**config.mk**
```make
export PLATFORM = sky130hd
export DESIGN_NAME = rotor_config_ctrl
export DESIGN_NICKNAME = d
export VERILOG_FILES = /design/src/rtl/rotor_pkg.sv /design/src/rtl/rotor_pos_incdec.sv /design/src/rtl/rotor_config_ctrl.sv
export SDC_FILE = /design/constraint.sdc
export NUM_CORES = 1
export LEC_CHECK = 0
export CORE_MARGIN = 1
export CORE_UTILIZATION = 45
export CTS_BUF_LIST = sky130_fd_sc_hd__clkbuf_8
export DETAILED_ROUTE_END_ITERATION = 16
export PLACE_DENSITY_LB_ADDON = 0.12
export REMOVE_ABC_BUFFERS = 1
export SETUP_SLACK_MARGIN = 0.3
export SYNTH_ARGS = -nofsm -noshare
export SYNTH_HDL_FRONTEND = slang
export SYNTH_SLANG_ARGS = --single-unit
```
**constraint.sdc**
```tcl
create_clock -name clock -period 3.2 [get_ports clock]
set_input_delay 0.48 -clock clock [delete_from_list [all_inputs] [get_ports clock]]
set_output_delay 0.48 -clock clock [all_outputs]
set_load 0.1 [all_outputs]
```
**src/rtl/rotor_pkg.sv**
```systemverilog
// rtl/rotor_pkg.sv - shared rotor parameters and FSM state encoding
package rotor_pkg;

    localparam int DEF_NUM_ROTORS = 8;
    localparam int DEF_ALPHA      = 26;
    localparam int DEF_POS_W      = 5;
    localparam int IDX_W          = 3;

    localparam logic ST_IDLE = 1'b0;
    localparam logic ST_STEP = 1'b1;

endpackage

```
**src/rtl/rotor_pos_incdec.sv**
```systemverilog
// rtl/rotor_pos_incdec.sv - modulo-ALPHA +/-1 of one rotor position with wrap flag
module rotor_pos_incdec #(
    parameter int ALPHA = 26,
    parameter int POS_W = 5
) (
    input  logic [POS_W-1:0] pos,
    input  logic             dir,
    output logic [POS_W-1:0] pos_next,
    output logic             wrap
);

    localparam logic [POS_W-1:0] MAX_POS = POS_W'(ALPHA - 1);

    always_comb begin
        if (dir) begin
            wrap     = (pos == MAX_POS);
            pos_next = wrap ? '0 : pos + POS_W'(1);
        end else begin
            wrap     = (pos == '0);
            pos_next = wrap ? MAX_POS : pos - POS_W'(1);
        end
    end

endmodule

```
**src/rtl/rotor_config_ctrl.sv**
```systemverilog
// rtl/rotor_config_ctrl.sv - rotor position registers arbitrated between user edits and odometer stepping
module rotor_config_ctrl
    import rotor_pkg::*;
#(
    parameter int NUM_ROTORS = DEF_NUM_ROTORS,
    parameter int ALPHA      = DEF_ALPHA,
    parameter int POS_W      = DEF_POS_W
) (
    input  logic                        clock,
    input  logic                        reset_n,
    input  logic [NUM_ROTORS-1:0]       sel_press,
    input  logic                        enc_step,
    input  logic                        enc_dir,
    input  logic                        edit_lock,
    input  logic                        step_req,
    output logic                        step_busy,
    output logic                        step_done,
    output logic                        sel_valid,
    output logic [IDX_W-1:0]            sel_idx,
    output logic [NUM_ROTORS*POS_W-1:0] rotor_pos
);

    logic [POS_W-1:0] pos_q [NUM_ROTORS];
    logic [POS_W-1:0] pos_d [NUM_ROTORS];
    logic             state_q, state_d;
    logic [IDX_W-1:0] cursor_q, cursor_d;
    logic             step_done_q, step_done_d;
    logic             sel_valid_q, sel_valid_d;
    logic [IDX_W-1:0] sel_idx_q, sel_idx_d;
    logic             pending_q, pending_d;
    logic             pending_dir_q, pending_dir_d;

    logic             edit_go;
    logic             wr_en;
    logic [IDX_W-1:0] op_idx;
    logic             op_dir;
    logic [POS_W-1:0] op_next;
    logic             op_wrap;
    logic [IDX_W-1:0] press_idx;

    // The single inc/dec unit is shared: STEP owns it, otherwise the edit path does.
    assign edit_go = (enc_step || pending_q) && sel_valid_q && !edit_lock;
    assign op_idx  = (state_q == ST_STEP) ? cursor_q : sel_idx_q;
    assign op_dir  = (state_q == ST_STEP) ? 1'b1 : (enc_step ? enc_dir : pending_dir_q);

    rotor_pos_incdec #(.ALPHA(ALPHA), .POS_W(POS_W)) u_incdec (
        .pos      (pos_q[op_idx]),
        .dir      (op_dir),
        .pos_next (op_next),
        .wrap     (op_wrap)
    );

    always_comb begin
        state_d     = state_q;
        cursor_d    = cursor_q;
        step_done_d = 1'b0;
        wr_en       = 1'b0;
        case (state_q)
            ST_IDLE: begin
                if (step_req) begin
                    state_d  = ST_STEP;
                    cursor_d = '0;
                end else if (edit_go) begin
                    wr_en = 1'b1;
                end
            end
            default: begin
                wr_en = 1'b1;
                if (op_wrap && cursor_q != IDX_W'(NUM_ROTORS - 1)) begin
                    cursor_d = cursor_q + IDX_W'(1);
                end else begin
                    step_done_d = 1'b1;
                    state_d     = ST_IDLE;
                end
            end
        endcase
    end

    always_ff @(posedge clock or negedge reset_n) begin
        if (!reset_n) begin
            state_q     <= ST_IDLE;
            cursor_q    <= '0;
            step_done_q <= 1'b0;
        end else begin
            state_q     <= state_d;
            cursor_q    <= cursor_d;
            step_done_q <= step_done_d;
        end
    end

    always_comb begin
        step_busy = (state_q == ST_STEP);
        step_done = step_done_q;
        sel_valid = sel_valid_q;
        sel_idx   = sel_idx_q;
        rotor_pos = '0;
        for (int i = 0; i < NUM_ROTORS; i++) begin
            rotor_pos[i*POS_W +: POS_W] = pos_q[i];
        end
    end

    always_comb begin
        for (int i = 0; i < NUM_ROTORS; i++) begin
            pos_d[i] = pos_q[i];
        end
        if (wr_en) begin
            pos_d[op_idx] = op_next;
        end
    end

    always_ff @(posedge clock or negedge reset_n) begin
        if (!reset_n) begin
            for (int i = 0; i < NUM_ROTORS; i++) begin
                pos_q[i] <= '0;
            end
        end else begin
            for (int i = 0; i < NUM_ROTORS; i++) begin
                pos_q[i] <= pos_d[i];
            end
        end
    end

    always_comb begin
        press_idx = '0;
        for (int i = NUM_ROTORS - 1; i >= 0; i--) begin
            if (sel_press[i]) begin
                press_idx = IDX_W'(i);
            end
        end
        sel_valid_d = sel_valid_q;
        sel_idx_d   = sel_idx_q;
        if (sel_press != '0 && !edit_lock) begin
            if (sel_valid_q && press_idx == sel_idx_q) begin
                sel_valid_d = 1'b0;
            end else begin
                sel_valid_d = 1'b1;
                sel_idx_d   = press_idx;
            end
        end
    end

    always_ff @(posedge clock or negedge reset_n) begin
        if (!reset_n) begin
            sel_valid_q <= 1'b0;
            sel_idx_q   <= '0;
        end else begin
            sel_valid_q <= sel_valid_d;
            sel_idx_q   <= sel_idx_d;
        end
    end

    // Pending is consumed by the first IDLE cycle that the step path does not claim.
    always_comb begin
        pending_d     = pending_q;
        pending_dir_d = pending_dir_q;
        if (state_q == ST_IDLE && !step_req) begin
            pending_d = 1'b0;
        end else if (enc_step && sel_valid_q && !edit_lock) begin
            pending_d     = 1'b1;
            pending_dir_d = enc_dir;
        end
    end

    always_ff @(posedge clock or negedge reset_n) begin
        if (!reset_n) begin
            pending_q     <= 1'b0;
            pending_dir_q <= 1'b0;
        end else begin
            pending_q     <= pending_d;
            pending_dir_q <= pending_dir_d;
        end
    end

endmodule

```
==> results of run 1 <==
-- state kept, by name, summed over array words and instances (netlist names) --
name           count
cursor_q           3
pending_dir_q      1
pending_q          1
rotor_pos         40
sel_idx            3
sel_valid          1
step_busy          1
step_done          1
-- critical path, delay by kind of cell (launching register included) --
family / cells / cell delay (ns)
fa+ha+maj: 1 / 0.24
flops: 1 / 0.45
compound gates: 5 / 0.92
simple gates: 3 / 0.68
buf+inv: 2 / 0.34
-- final cells by class --
cell class	instances	area, sq um
repair buffers	89	699
inverters	18	67.6
well taps	77	96.3
clock inverters	3	43.8
fillers	551	2440
multi-input cells	218	1620
flip-flops and latches	51	1280
clock buffers	5	68.8
-- logic make-up after synthesis --
group | count (synthesis) | synth area share
simple gates | 91 | 0.163
compound gates | 80 | 0.191
flops | 51 | 0.434
mux | 38 | 0.138
buf+inv | 26 | 0.0447
fa+ha+maj | 5 | 0.0213
xor+xnor | 3 | 0.00894
-- per-layer routing --
layer | wire, microns | vias up | track usage | share of wire
li1 | - | 1269 | - | -
met1 | 3830 | 1313 | 0.358 | 0.46
met2 | 3760 | 81 | 0.365 | 0.45
met3 | 561 | 11 | 0.0408 | 0.068
met4 | 114 | 0 | 0.0658 | 0.014
met5 | 0 | - | 0 | 0
-- placed cells by master, fill, tap and decap left out, types with 4 or more instances in the layout --
cell	instances
clkbuf_8	5
o21ai_0	8
nor3_1	13
clkdlybuf4s50_1	12
buf_4	75
o211ai_1	4
mux2_2	13
a31oi_1	14
mux2i_1	24
inv_1	18
nand3_1	4
nand2_1	15
nor2_1	32
a21oi_1	21
dfrtp_1	50
-- how the worst max path moves through the flow --
stage / endpoint / start / slack (ns) / cells past startpoint
after global routing: rotor_pos[9] / cursor_q[1] / 0.29 / 12
final: rotor_pos[12] / step_busy / 0.39 / 11
after floorplan: rotor_pos[19] / step_busy / -0.73 / 10
after global placement: rotor_pos[7] / step_busy / 0.15 / 10
after detailed placement: rotor_pos[22] / step_busy / 0.03 / 10
after CTS: rotor_pos[9] / step_busy / 0.30 / 13
-- repair_timing --
item | CTS | global route
cloned | 1 | 0
endpoints found under the setup margin | 42 | 44
pin swaps | 2 | 8
hold buffers | 0 | 0
resized for setup | 2 | 16
buffers inserted | 4 | 7
-- metrics by stage --
stage | util | setup TNS, ns | instance area, sq um | instances
after floorplan | - | -28.69 | 2880 | 286
after global placement | 0.568 | 0 | 3590 | 441
after detailed placement | 0.568 | 0 | 3590 | 441
after CTS | 0.594 | 0 | 3750 | 454
after global routing | 0.613 | 0 | 3870 | 461
final | 0.613 | 0 | 3870 | 461
==> results.txt, run 1 <==
outcome: finished, final reports clean
Sink Count: 51
Crit path arrival time: 2.96 ns
Synth top area share: 0.434
worst-path cell chain: buf_4 > and3b_1 > or2_4 > o2bb2ai_2 > a221oi_2 > ha_2 > and3_4 > a31oi_1 > o31ai_4 > buf_4 > a21oi_1
syn avg cell area: 10.0 sq um
worst hold path class: primary input to asynchronous set/reset pin
post-synthesis cell count: 294
Worst Path Required: 3.35 ns
Clock Latency Late Sink: 0.31 ns
max-slew violations: 0
Crit Reg-Reg Endpoint: rotor_pos[12]
row count: 29
clk slew on worst S/H paths: 0.10 ns
Yosys cell types: 53
final clock skew: 0.00732 ns
post-route ant nets: 0
Post-DP HPWL: 6.01 mm
most used cell, CP: buf_4
# nets final: 402
GP Congestion: 0.901
most frequent cells after synthesis: dfrtp_1, nor2_1, mux2i_1
Die ar.: 6860 sq um
leading post-synthesis cells by cell area: dfrtp_1, mux2i_1, mux2_2
initial antenna violation count: 0
final worst slack: 0.393 ns
average wire per standard cell: 17.9 microns
R2R Setup Slk: 0.39 ns
hold slack final: 0.175 ns
Synth Cell Area: 2940 sq um
Synth Flop Type: dfrtp_1
Area growth syn-to-layout: 31.6%
largest net degree at the start of global routing: 28
Initial Util: 0.466
Setup crit start kind: register
CTS tree: done
Total GRT Usage: 0.241
sequential area share after synthesis: 0.434
# diodes: 0
R2R Path Start: step_busy
Slowest cell on crit path: dfrtp_2
Final Cycle Share: 0.877
CTS Buf Count: 5
global-route wire length before repair: 13.1 mm
# DRC: 0
RSZ-0062 raised after global routing: no
GRT overflow: 0
minimum clock period: 2.81 ns
Critical Path Sink Type: register
htree depth: 2
Yosys top cell by area: dfrtp_1
CTS root buf: clkbuf_8
vias per inst: 5.80
fmax: 356 MHz
FF+latch count, synth: 51
vias in the first global route: 2505
Place WS: 0.0269 ns
vias after detailed routing: 2674
worst slew pin tran: 1.26 ns
DRT Pass-1 Iters: 4
share of cells above drive strength 1: 0.328
clock buffer depth: 2
IO Count: 60
Max stage delay on crit path: 0.45 ns
asr flop ratio synth: 1.00
Port-buffer cells: 59
Reg2Reg Depth: 11
drt initial violations: 168
Die W: 82.8 microns
Post-Route WL: 8.27 mm
Yosys warning count: 0
setup violators final: 0
Core Footprint: 6310 sq um
Slew HR: 0.151
critical path start-end classification: register to register
Post-synth EDFFs: 0
DIE HEIGHT: 82.8 microns
final hold vios: 0
max-capacitance violation count: 0
most frequent cell after synthesis: dfrtp_1
worst-path maximum fanout: 8
Power of run 1 is not shown: default switching activity piles up to over one toggle a cycle in this logic, so the estimate is an artifact.
==> run 2, diff against run 1 <==
- CORE_MARGIN: 1 -> 2
==> results.txt, run 2 (synthesized netlist as in run 1, its figures left out) <==
Slowest cell on crit path: dfrtp_2
vias per inst: 5.87
clk slew on worst S/H paths: 0.09 ns
CTS tree: done
DRT Pass-1 Iters: 4
vias in the first global route: 2388
worst hold path class: primary input to asynchronous set/reset pin
outcome: finished, final reports clean
Die ar.: 7200 sq um
worst-path maximum fanout: 8
row count: 29
htree depth: 2
Die W: 84.8 microns
# diodes: 0
fmax: 349 MHz
final clock skew: 0.00736 ns
Setup crit start kind: register
worst-path cell chain: buf_6 > and3b_1 > or2_1 > o2bb2ai_2 > a221oi_2 > ha_1 > and3_4 > nand3_2 > o22a_2 > mux2_4
# DRC: 0
CTS Buf Count: 5
setup violators final: 0
final hold vios: 0
Sink Count: 51
largest net degree at the start of global routing: 27
Critical Path Sink Type: register
drt initial violations: 232
minimum clock period: 2.87 ns
CTS root buf: clkbuf_8
Final Cycle Share: 0.896
max-slew violations: 0
critical path start-end classification: register to register
Place WS: 0.212 ns
max reg flops: 40
Initial Util: 0.463
# nets final: 401
Crit path arrival time: 3.06 ns
Max stage delay on crit path: 0.48 ns
Core Footprint: 6350 sq um
Worst Path Required: 3.40 ns
Total GRT Usage: 0.235
average wire per standard cell: 18.3 microns
Post-Route WL: 8.43 mm
clock buffer depth: 2
Post-CTS Hold Fix Bufs: 0
placed cells: 439
GP Congestion: 0.934
Port-buffer cells: 59
initial antenna violation count: 0
GRT overflow: 0
worst slew pin tran: 1.11 ns
share of cells above drive strength 1: 0.324
post-route ant nets: 0
Slew HR: 0.252
max-capacitance violation count: 0
vias after detailed routing: 2699
Post-DP HPWL: 5.98 mm
Filler cells: 563
Area growth syn-to-layout: 30.5%
most frequent cells in the layout: buf_4, dfrtp_1, nor2_1
RSZ-0062 raised after global routing: yes
DIE HEIGHT: 84.8 microns
crit path from: step_busy
final worst slack: 0.333 ns
Final Instance Count excl. Fillers: 460
IO Count: 60
global-route wire length before repair: 13.3 mm
R2R Path Start: step_busy
Clock Latency Late Sink: 0.31 ns
commonest non-fill, non-tap cell in the layout: buf_4
run 2: layout make-up:
class	instances	area, sq um	share of cell area
tap	77	96.3	0.0251
clock buffer	5	68.8	0.0179
clock inverter	3	18.8	0.00489
sequential	51	1280	0.333
inverter	18	67.6	0.0176
multi-input combinational	218	1620	0.422
timing repair buffer	88	689	0.180
run 2: worst paths after layout:
check	to	slack, ns	depth (start not counted)
min in group clock	pending_dir_q	0.51	1
min	rotor_pos[19]	0.17	1
max	rotor_pos[10]	0.33	10
max in group asynchronous	rotor_pos[7]	2.28	2
max reg2reg	rotor_pos[10]	0.33	10
min reg2reg	pending_dir_q	0.51	1
run 2: what timing repair did:
item                       CTS  global route
pin swaps                    2            11
setup endpoints to repair   30            43
resized for setup            3            17
gates cloned                 0             2
buffers inserted             2             9
run 2: worst max-delay path: cells and delay by family, from the launching register on:
kind | cells | cell delay [ns]
AOI/OAI and AO/OA | 3 | 0.84
buffers and inverters | 1 | 0.16
adders and majority gates | 1 | 0.23
DFF | 1 | 0.48
muxes | 1 | 0.28
and+or+nand+nor | 4 | 0.76
run 2: routing by layer:
layer,wire [microns],global-route usage
met1,4080,0.379
met2,3800,0.336
met3,456,0.0331
met4,91,0.0491
met5,0,0
run 2: metrics by stage:
stage	instance area, sq um	TNS [ns]	util	hold WS [ns]
2_1_floorplan	2880	-28.69	-	0.184
3_3_place_gp	3570	0	0.562	0.484
3_5_place_dp	3570	0	0.562	0.495
4_1_cts	3680	0	0.579	0.186
5_1_grt	3840	0	0.604	0.199
6_report	3840	0	0.604	0.168
Power of run 2 is left out for the same reason.
==> run 3, diff against run 2 <==
- CTS_BUF_LIST: sky130_fd_sc_hd__clkbuf_8 -> sky130_fd_sc_hd__clkbuf_4
- SLEW_MARGIN: unset -> 20
==> results.txt, run 3 (synthesized netlist as in run 1, its figures left out) <==
Clock Latency Late Sink: 0.39 ns
vias after detailed routing: 2676
vias in the first global route: 2394
final clock skew: 0.0105 ns
worst-path maximum fanout: 8
setup violators final: 0
Final Cycle Share: 0.888
# diodes: 0
final hold vios: 0
GRT overflow: 0
commonest non-fill, non-tap cell in the layout: buf_4
CTS Buf Count: 5
Sink Count: 51
Setup crit start kind: register
vias per inst: 5.83
Total GRT Usage: 0.236
largest net degree at the start of global routing: 27
Post-DP HPWL: 5.98 mm
max-capacitance violation count: 0
outcome: finished, final reports clean
drt initial violations: 243
max reg flops: 40
Die W: 84.8 microns
Slew HR: 0.283
Slowest cell on crit path: dfrtp_2
critical path start-end classification: register to register
Critical Path Sink Type: register
max-slew violations: 0
worst hold path class: primary input to asynchronous set/reset pin
CP top delay family: compound AO/OA/AOI/OAI gates
fin area: 3810 sq um
fmax: 352 MHz
clk slew on worst S/H paths: 0.16 ns
share of cells above drive strength 1: 0.325
Core Footprint: 6350 sq um
minimum clock period: 2.84 ns
DRT Pass-1 Iters: 4
Worst Path Required: 3.49 ns
# DRC: 0
DIE HEIGHT: 84.8 microns
RSZ-0062 raised after global routing: yes
CTS tree: done
worst slew pin tran: 1.07 ns
R2R Path Start: step_busy
IO Count: 60
most frequent cells in the layout: buf_4, dfrtp_1, nor2_1
Buf+Inv Stages, Crit Path: 1
CTS root buf: clkbuf_4
final worst slack: 0.357 ns
clock buffer depth: 2
Place WS: 0.212 ns
Area growth syn-to-layout: 29.4%
htree depth: 2
Max stage delay on crit path: 0.50 ns
Port-buffer cells: 59
Die ar.: 7200 sq um
Initial Util: 0.463
global-route wire length before repair: 13.3 mm
GP Congestion: 0.934
average wire per standard cell: 18.1 microns
Crit path arrival time: 3.13 ns
# nets final: 400
worst-path cell chain: buf_6 > and3b_1 > or2_1 > o2bb2ai_2 > a221oi_2 > ha_1 > and3_2 > nand3_2 > o22a_2 > mux2_2
crit path from: step_busy
row count: 29
placed cell area: 3570 sq um
Post-Route WL: 8.33 mm
post-route ant nets: 0
initial antenna violation count: 0
## run 3: changes by cell type in the layout (fill, tap and decap cells not counted), sizes merged
| cell | change |
|---|---|
| buf | -1 |
## run 3: per-layer routing
| layer | global-route usage | wire length (microns) |
|---|---|---|
| met1 | 0.378 | 3970 |
| met2 | 0.333 | 3740 |
| met3 | 0.0370 | 489 |
| met4 | 0.0548 | 121 |
| met5 | 0 | 0 |
## run 3: worst paths after layout
path | end | slack (ns) | cells after the start
min in group clock | pending_dir_q | 0.52 | 1
setup reg to reg | rotor_pos[25] | 0.36 | 10
max in group asynchronous | rotor_pos[28] | 2.38 | 2
hold reg to reg | pending_dir_q | 0.52 | 1
setup / recovery | rotor_pos[25] | 0.36 | 10
hold / removal | rotor_pos[32] | 0.07 | 1
## run 3: final cells by class
type | count | area [sq um]
clock buffer | 5 | 37.5
clock inverter | 3 | 18.8
multi-input combinational | 218 | 1630
timing repair buffer | 87 | 682
tap | 77 | 96.3
sequential | 51 | 1280
fill | 562 | 2540
inverter | 18 | 67.6
## run 3: repair_timing
action,CTS,global route
hold buffers,0,0
cloned,0,2
setup endpoints to repair,30,43
pin swaps,2,11
gates resized for setup,3,18
buffers inserted,2,8
## run 3: worst reg2reg max path, delay by kind of cell (launching register included)
kind	cells	cell delay, ns
AND/OR/NAND/NOR	4	0.77
flip-flops	1	0.50
buffers and inverters	1	0.15
multiplexers	1	0.29
adder cells (fa/ha/maj)	1	0.20
AO/OA/AOI/OAI	3	0.84
## run 3: through the flow
stage,cells,hold WS [ns],TNS (ns),util
2_1_floorplan,286,0.184,-28.69,-
3_3_place_gp,439,0.484,0,0.562
3_5_place_dp,439,0.495,0,0.562
4_1_cts,449,0.0982,0,0.574
5_1_grt,459,0.0912,0,0.599
6_report,459,0.0748,0,0.599
Power of run 3 is left out for the same reason.
